**config.mk**
```make
export PLATFORM = sky130hd
export DESIGN_NAME = eqp_freq_meter
export DESIGN_NICKNAME = d
export VERILOG_FILES = /design/src/rtl/eqp_freq_meter.sv
export SDC_FILE = /design/constraint.sdc
export NUM_CORES = 1
export LEC_CHECK = 0
export BUFFER_PORTS_ARGS = -buffer_cell sky130_fd_sc_hd__buf_2
export CORE_UTILIZATION = 67
export CTS_BUF_LIST = sky130_fd_sc_hd__clkbuf_4
export CTS_CLUSTER_DIAMETER = 50
export DETAILED_ROUTE_END_ITERATION = 16
export GPL_ROUTABILITY_DRIVEN = 0
export PLACE_DENSITY = 0.88
export SLEW_MARGIN = 25
export SYNTH_ARGS = -nofsm -noshare
export SYNTH_HDL_FRONTEND = slang
export SYNTH_SLANG_ARGS = --single-unit
```
**constraint.sdc**
```tcl
create_clock -name clkin -period 10.9 [get_ports clkin]
set_input_delay 2.18 -clock clkin [delete_from_list [all_inputs] [get_ports clkin]]
set_output_delay 2.18 -clock clkin [all_outputs]
set_load 0.05 [all_outputs]
```
**src/rtl/eqp_freq_meter.sv**
```systemverilog
// Equal-precision reciprocal frequency meter: gate aligned to sig_in edges.
// Build option: define EQP_CONTINUOUS_EN for automatic re-arm after each gate.
module eqp_freq_meter #(
  parameter int CNT_W       = 32,
  parameter int GATE_CYC    = 50000000,
  parameter int TIMEOUT_CYC = 100000000,
  parameter int SYNC_STAGES = 2
) (
  input  logic             clkin,
  input  logic             clr0,
  input  logic             start,
  input  logic             sig_in,
  input  logic [2:0]       sel,
  output logic             busy,
  output logic             done,
  output logic             valid,
  output logic             timeout,
  output logic             ovf,
  output logic [CNT_W-1:0] nx_cnt,
  output logic [CNT_W-1:0] ns_cnt,
  output logic [7:0]       rd_byte
);

  localparam int GW = $clog2(GATE_CYC + 1);
  localparam int TW = $clog2(TIMEOUT_CYC + 1);
  localparam logic [GW-1:0] GATE_L  = GW'(GATE_CYC);
  localparam logic [GW-1:0] GATE_M1 = GW'(GATE_CYC - 1);
  localparam logic [TW-1:0] TO_L    = TW'(TIMEOUT_CYC);
  localparam logic [CNT_W-1:0] CMAX = '1;

  typedef enum logic [1:0] {
    S_IDLE, S_ARM, S_MEAS, S_DONE
  } state_t;

  state_t state_q, state_d;

  logic [SYNC_STAGES-1:0] sync_q;
  logic                   prev_q;
  logic                   rise;

  logic [CNT_W-1:0] nx_q, nx_d;
  logic [CNT_W-1:0] ns_q, ns_d;
  logic [GW-1:0]    gcnt_q, gcnt_d;
  logic [TW-1:0]    wt_q, wt_d;
  logic             ovf_run_q, ovf_run_d;
  logic             to_run_q, to_run_d;
  logic [CNT_W-1:0] nx_res_q, nx_res_d;
  logic [CNT_W-1:0] ns_res_q, ns_res_d;
  logic             valid_q, valid_d;
  logic             to_q, to_d;
  logic             ovf_q, ovf_d;

  logic gate_full, gate_hit, to_lim;
  logic arm_to, meas_close, meas_to;
  logic [31:0] rd_word;

  // sig_in synchroniser chain plus edge-detect flop
  always_ff @(posedge clkin or posedge clr0) begin
    if (clr0) begin
      sync_q <= '0;
      prev_q <= 1'b0;
    end else begin
      sync_q <= {sync_q[SYNC_STAGES-2:0], sig_in};
      prev_q <= sync_q[SYNC_STAGES-1];
    end
  end

  assign rise = sync_q[SYNC_STAGES-1] & ~prev_q;

  assign gate_full  = (gcnt_q == GATE_L);
  assign gate_hit   = (gcnt_q >= GATE_M1);
  assign to_lim     = (wt_q == TO_L);
  assign arm_to     = (state_q == S_ARM) && !rise && to_lim;
  assign meas_close = (state_q == S_MEAS) && rise && gate_hit;
  assign meas_to    = (state_q == S_MEAS) && !meas_close
                      && gate_full && to_lim;

  // FSM state register
  always_ff @(posedge clkin or posedge clr0) begin
    if (clr0) state_q <= S_IDLE;
    else      state_q <= state_d;
  end

  // FSM next state; a closing edge beats the timeout limit
  always_comb begin
    state_d = state_q;
    unique case (state_q)
      S_IDLE: if (start) state_d = S_ARM;
      S_ARM: begin
        if (rise)        state_d = S_MEAS;
        else if (arm_to) state_d = S_DONE;
      end
      S_MEAS: begin
        if (meas_close || meas_to) state_d = S_DONE;
      end
      S_DONE: begin
`ifdef EQP_CONTINUOUS_EN
        state_d = S_ARM;
`else
        state_d = S_IDLE;
`endif
      end
      default: state_d = S_IDLE;
    endcase
  end

  // FSM outputs
  always_comb begin
    busy = (state_q == S_ARM) || (state_q == S_MEAS);
    done = (state_q == S_DONE);
  end

  // counters, timers and result latching
  always_comb begin
    nx_d      = nx_q;
    ns_d      = ns_q;
    gcnt_d    = gcnt_q;
    wt_d      = wt_q;
    ovf_run_d = ovf_run_q;
    to_run_d  = to_run_q;
    nx_res_d  = nx_res_q;
    ns_res_d  = ns_res_q;
    valid_d   = valid_q;
    to_d      = to_q;
    ovf_d     = ovf_q;
    unique case (state_q)
      S_IDLE: begin
        if (start) begin
          wt_d      = '0;
          valid_d   = 1'b0;
          to_d      = 1'b0;
          ovf_d     = 1'b0;
          ovf_run_d = 1'b0;
          to_run_d  = 1'b0;
        end
      end
      S_ARM: begin
        if (rise) begin
          nx_d      = '0;
          ns_d      = '0;
          gcnt_d    = '0;
          wt_d      = '0;
          ovf_run_d = 1'b0;
        end else begin
          if (!to_lim) wt_d = wt_q + 1'b1;
          to_run_d = arm_to;
        end
      end
      S_MEAS: begin
        if (ns_q == CMAX) ovf_run_d = 1'b1;
        else              ns_d = ns_q + 1'b1;
        if (rise) begin
          if (nx_q == CMAX) ovf_run_d = 1'b1;
          else              nx_d = nx_q + 1'b1;
        end
        if (!gate_full) gcnt_d = gcnt_q + 1'b1;
        if (!gate_full)   wt_d = '0;
        else if (!to_lim) wt_d = wt_q + 1'b1;
        to_run_d = meas_to;
      end
      S_DONE: begin
        if (!to_run_q) begin
          nx_res_d = nx_q;
          ns_res_d = ns_q;
        end
        valid_d  = !to_run_q;
        to_d     = to_run_q;
        ovf_d    = ovf_run_q;
        wt_d     = '0;
        to_run_d = 1'b0;
      end
      default: ;
    endcase
  end

  // datapath registers
  always_ff @(posedge clkin or posedge clr0) begin
    if (clr0) begin
      nx_q      <= '0;
      ns_q      <= '0;
      gcnt_q    <= '0;
      wt_q      <= '0;
      ovf_run_q <= 1'b0;
      to_run_q  <= 1'b0;
      nx_res_q  <= '0;
      ns_res_q  <= '0;
      valid_q   <= 1'b0;
      to_q      <= 1'b0;
      ovf_q     <= 1'b0;
    end else begin
      nx_q      <= nx_d;
      ns_q      <= ns_d;
      gcnt_q    <= gcnt_d;
      wt_q      <= wt_d;
      ovf_run_q <= ovf_run_d;
      to_run_q  <= to_run_d;
      nx_res_q  <= nx_res_d;
      ns_res_q  <= ns_res_d;
      valid_q   <= valid_d;
      to_q      <= to_d;
      ovf_q     <= ovf_d;
    end
  end

  // byte readout; bytes beyond CNT_W read as zero
  always_comb begin
    rd_word = '0;
    rd_word[CNT_W-1:0] = sel[2] ? ns_res_q : nx_res_q;
    rd_byte = rd_word[{sel[1:0], 3'b000} +: 8];
  end

  assign valid   = valid_q;
  assign timeout = to_q;
  assign ovf     = ovf_q;
  assign nx_cnt  = nx_res_q;
  assign ns_cnt  = ns_res_q;

endmodule

```
=== Word-level counts from Yosys, hierarchy flattened ===
Cells that the tools add are included.

* Register bits after elaboration: 191
* Bits of input ports: 7
* Output and inout port bits: 77
* Word-level logic and storage cells: 94

* Add/subtract/negate cells: 4
* $lt $le $gt $ge: 1
* Eq/ne operators: 16
* Shifts and indexed selects: 1
* Multiplexer cells: 31
* Bitwise operators: 3
* Reductions and logical operators: 24

{| class="wikitable"
|+ Operators by type and width
! kind !! number
|-
| 32-bit two-way mux || 5
|-
| 32-bit case mux with 2 select lines || 2
|-
| 27-bit two-way mux || 4
|-
| 27-bit case mux with 4 select lines || 1
|-
| 32-bit by 1-bit adder with 32-bit output (second input constant) || 2
|-
| 32-bit equality test (second input constant) || 2
|-
| 26-bit two-way mux || 2
|-
| 26-bit case mux with 2 select lines || 1
|-
| 32-bit by 6-bit variable part select with 8-bit output || 1
|-
| 27-bit by 1-bit adder with 27-bit output (second input constant) || 1
|-
| 27-bit equality test (second input constant) || 1
|-
| 26-bit by 1-bit adder with 26-bit output (second input constant) || 1
|-
| 26-bit equality test (second input constant) || 1
|-
| 26-bit >= comparator (second input constant) || 1
|-
| 2-bit inequality test (second input constant) || 7
|-
| 3-bit AND reduction || 4
|-
| 2-bit two-way mux || 4
|-
| 2-bit case mux with 4 select lines || 1
|-
| 1-bit logical AND || 7
|-
| 1-bit two-way mux || 6
|-
| 1-bit case mux with 2 select lines || 3
|-
| 2-bit AND reduction || 3
|-
| 2-bit equality test (second input constant) || 2
|-
| 1-bit case mux with 4 select lines || 1
|-
| 12 further kinds || 17
|}

=== Depth between registers and ports, before layout ===
* Word-level depth: 11
* Mapped depth: 9

=== Worst setup path before layout ===
Ideal clock, no wire load.

* Path kind: input-to-output
* Start point: in sel[0]
* End point: out rd_byte[0]
* Arrival time: 4,051 ps
* Data required time: 8,720 ps
* Slack: 4,669 ps
* Cell stages on the path: 4
* Cells stage by stage: clkbuf_1 buf_1 mux4_2 mux2_2

* Longest elaborated chain between the ends: 1

{| class="wikitable"
|+ Ends and longest elaborated chain
! what !! line !! source
|-
| from (decl) || 13 || <nowiki>input logic [2:0] sel,</nowiki>
|-
| 32-bit by 6-bit variable part select with 8-bit output || 209 || <nowiki>rd_byte = rd_word[{sel[1:0], 3'b000} +: 8];</nowiki>
|-
| to (decl) || 21 || <nowiki>output logic [7:0] rd_byte</nowiki>
|}

No other way between the ends.

=== Worst setup path in the final report ===
* Start point: in sel[0]
* End point: out rd_byte[6]

The elaborated chain is that of the path after synthesis.

==> results.md <==
- The finished layout holds between 1000 and 1500 standard cells, fillers aside.
- The setup clock skew after layout is approximately 0.027 ns.
- The endpoint arrival time on the critical path is about 3.7 ns.
- In this run the mean area of a mapped cell was between 9 and 10 µm².
- The remaining antenna violation count after routing is 0.
- Setup repair after global routing left no endpoint under its margin.
- The synthesized design spends more area on one cell type than any other, namely dfrtp_1.
- Of the synthesized area, sequential elements account for 0.4950.
- VDD sags by at most between 0.15 and 0.2 mV.
- Clock latency on the worst-skew pair, taken at its later pin, is between 0.6 and 0.7 ns.
- The Yosys step of the flow raised 0 warnings.
- The maximum number of pins on one net before global-route repair is between 100 and 150.
- STA classifies the critical path endpoint as a primary output.
- In the post-synthesis netlist, the cell with the most instances is nand2_1.
- The via count is a little under 8000.
- The DRC violation total after the first TritonRoute iteration is 791.
- The fmax is 171.3 MHz.
- In the global route stage, overall resource usage came out at 0.3361.
- Clock-pin slew was measured on the worst setup and hold paths at 0.15 ns.
- The total count of hold-check failures in the final report is 0.
- The total congestion overflow is 0.
- The number of max-slew violations in the final report is 0.
- At the pin with the least slew margin, the transition time is around 0.89 ns.
- In this run, synthesis produced a sequential element count of roughly 190.
- The worst pin sits at a relative slew slack of 0.4041.
- The worst hold path belongs to the class reg -> reg.
- After detailed routing, the number of remaining DRC violations is 0.
- The floorplan has 43 rows.
- The clock tree root buffer cell is clkbuf_4.
- The share of synthesized area in the top cell type comes to 0.4950.
- The floorplan step defined a core boundary enclosing ~14000 µm².
- The kind of launch point of the worst setup path is a primary input.
- In this run the vertical extent of the chip is approximately 120 µm.
- Counting instances in the post-synthesis netlist gives the leading cell types as 237 x nand2_1, 191 x dfrtp_1, 127 x nor2_1.
- The run finished with clean final reports.
- CTS built an H-tree with a depth of 4.
- Clock tree synthesis found a total of between 150 and 200 sinks.
- The most common flop cell mapped by yosys is dfrtp_1.
- After synthesis, the cell types taking the most area are dfrtp_1 50%, nand2_1 9.2%, xor2_1 5.7%, nor2_1 4.9%, mux4_2 3.7%.
- The cell count after placement is approximately 1200.
- Max-cap violations in this run came to 0.
- In this run the deepest clock path goes through 2 buffers.
- Summed over all cells, the static leakage comes to about 0.0051 µW.
- The first global-routing pass estimated 37850 µm of wire.
- The first-pass iteration count of the detailed router is 5.
- The count of instances resized after the clock tree is built is 0.
- The critical path start-end classification is in -> out.
- The async set-reset flop share out of synthesis is 1.000.
- The summed instance area of the synthesized netlist is 9656 µm².
- Counting the fill cells in the layout gives between 900 and 1000.
- The final wirelength is 23770 µm.
- The area enclosed by the die boundary is 14900 µm².
- For this configuration, the core starts out at a cell density of 0.6903.
- In this run the worst path has a maximum fanout of 16.
- The end-of-flow core utilization is 0.7489.
- The net count of the mapped netlist is 1042.
- In the final routed layout, each cell accounts on average for around 19 µm.
- The post-DP HPWL is around 16000 µm.
- The share of post-route cells with drive strength above 1 is 0.1445.
- The number of synthesized flops with an enable pin is 0.
- The total cell area at the placement stage is 10160 µm².
- In this run the power density over the cells is ~150 nW/µm².
- The number of clock buffers added by TritonCTS is 17.
- The time the worst path needs with I/O delays and setup is around 5.8 ns.
- The buffers inserted during post-CTS setup optimization is 0.
- Dividing the final minimum period by the clock period gives 0.5355.
- The number of different library cells used by synthesis comes to 64.
- Across all hold checks on the routed design, the worst slack comes to 0.4060 ns.
- The final sum of negative setup slack is 0 ns.
- Synthesis produced a netlist whose cell count is 1025.
- The number of hold buffers added after cts is 0.
- Setup violations remaining at the end of the flow were counted as 0.
- The number of antenna violations at the first check in global routing is 1.
- The final instance area is roughly 10000 µm².
- The I/O pin total is between 80 and 90.
- In the final design database the tool counted 1104 nets.
- TritonCTS built the clock tree.
- The via count of the first global-routing pass is about 7400.
- The die extent in x is between 100 and 150 µm.
- The critical path data required time is 8.72 ns.
- In this run the tool buffered the top-level ports with 83 buffer cells.
- In the routed layout, each cell is associated on average with a via count of 6.173.
- The synthesis-to-layout area growth is 8.501%.
metal layers:
layer | up-vias | GRT usage | routed length, µm
met5 | - | 0 | 0
met2 | 328 | 0.5300 | 11510
li1 | 3601 | - | -
met3 | 60 | 0.09597 | 2055
met1 | 3919 | 0.4424 | 9560
met4 | 0 | 0.1250 | 651
worst max-delay path: stages:
cell    delay (ns)
buf_2         0.40
mux4_2        0.57
mux2_2        0.29
buf_2         0.21
stage by stage:
stage / setup WS, ns / total power (µW)
4_1_cts: 5.051 / 1599
3_5_place_dp: 5.051 / 1186
3_3_place_gp: 5.082 / 1174
5_1_grt: 4.968 / 1671
6_report: 5.063 / 1601
2_1_floorplan: 3.521 / 1090
path summary, 6_finish.rpt:
check,startpoint,endpoint,slack (ns),cells after the start
min in group asynchronous,clr0,nx_q[9],1.75,2
setup / recovery,sel[0],rd_byte[6],5.06,4
hold / removal,sync_q[0],sync_q[1],0.41,0
setup reg to reg,state_q[0],nx_q[8],7.77,8
hold reg to reg,sync_q[0],sync_q[1],0.41,0
max in group asynchronous,clr0,ns_q[0],7.83,3
power by group:
group | switching [µW] | total [µW] | internal, µW
Clock | 258 | 419 | 162
Sequential | 46.9 | 788 | 741
Combinational | 297 | 394 | 97.0
Total | 602 | 1600 | 999
final cells by class:
| type | count | area (µm²) | share of cell area |
|---|---|---|---|
| Tap cell | 180 | 225.2 | 0.02150 |
| Multi-Input combinational cell | 772 | 4641 | 0.4430 |
| Antenna cell | 1 | 2.502 | 0.0002389 |
| Timing Repair Buffer | 87 | 445.4 | 0.04252 |
| Clock buffer | 17 | 127.6 | 0.01218 |
| Clock inverter | 15 | 180.2 | 0.01720 |
| Sequential cell | 191 | 4780 | 0.4562 |
| Inverter | 18 | 75.07 | 0.007166 |
state kept, by name (all words and copies together) (netlist names):
signal	count
ovf_run_q	1
ns_q	32
prev_q	1
valid	1
gcnt_q	26
ns_cnt	32
timeout	1
sync_q	2
state_q	2
nx_q	32
ovf	1
to_run_q	1
nx_cnt	32
wt_q	27
cell usage in the layout, fill, tap and decap left out, types with 22 or more instances in the layout:
cell type  synthesis  final
xor2_1            63     63
xnor2_1           38     38
and3_1            22     22
nor3_1            23     23
nand3_1           50     50
nand2_1          237    237
dfrtp_1          191    191
nand4_1           41     41
nor2_1           127    126
buf_2              1     83
kinds of logic after synthesis:
logic type               count (synthesis)  synth area share
AND/OR/NAND/NOR                        571            0.2773
flip-flops                             191            0.4950
AO/OA/AOI/OAI                           62           0.04445
buffers and inverters                   62           0.02773
adder cells (fa/ha/maj)                 10           0.01296
XOR/XNOR                               101           0.09162
multiplexers                            28           0.05093
No activity file was read; power rests on OpenSTA's default activity.
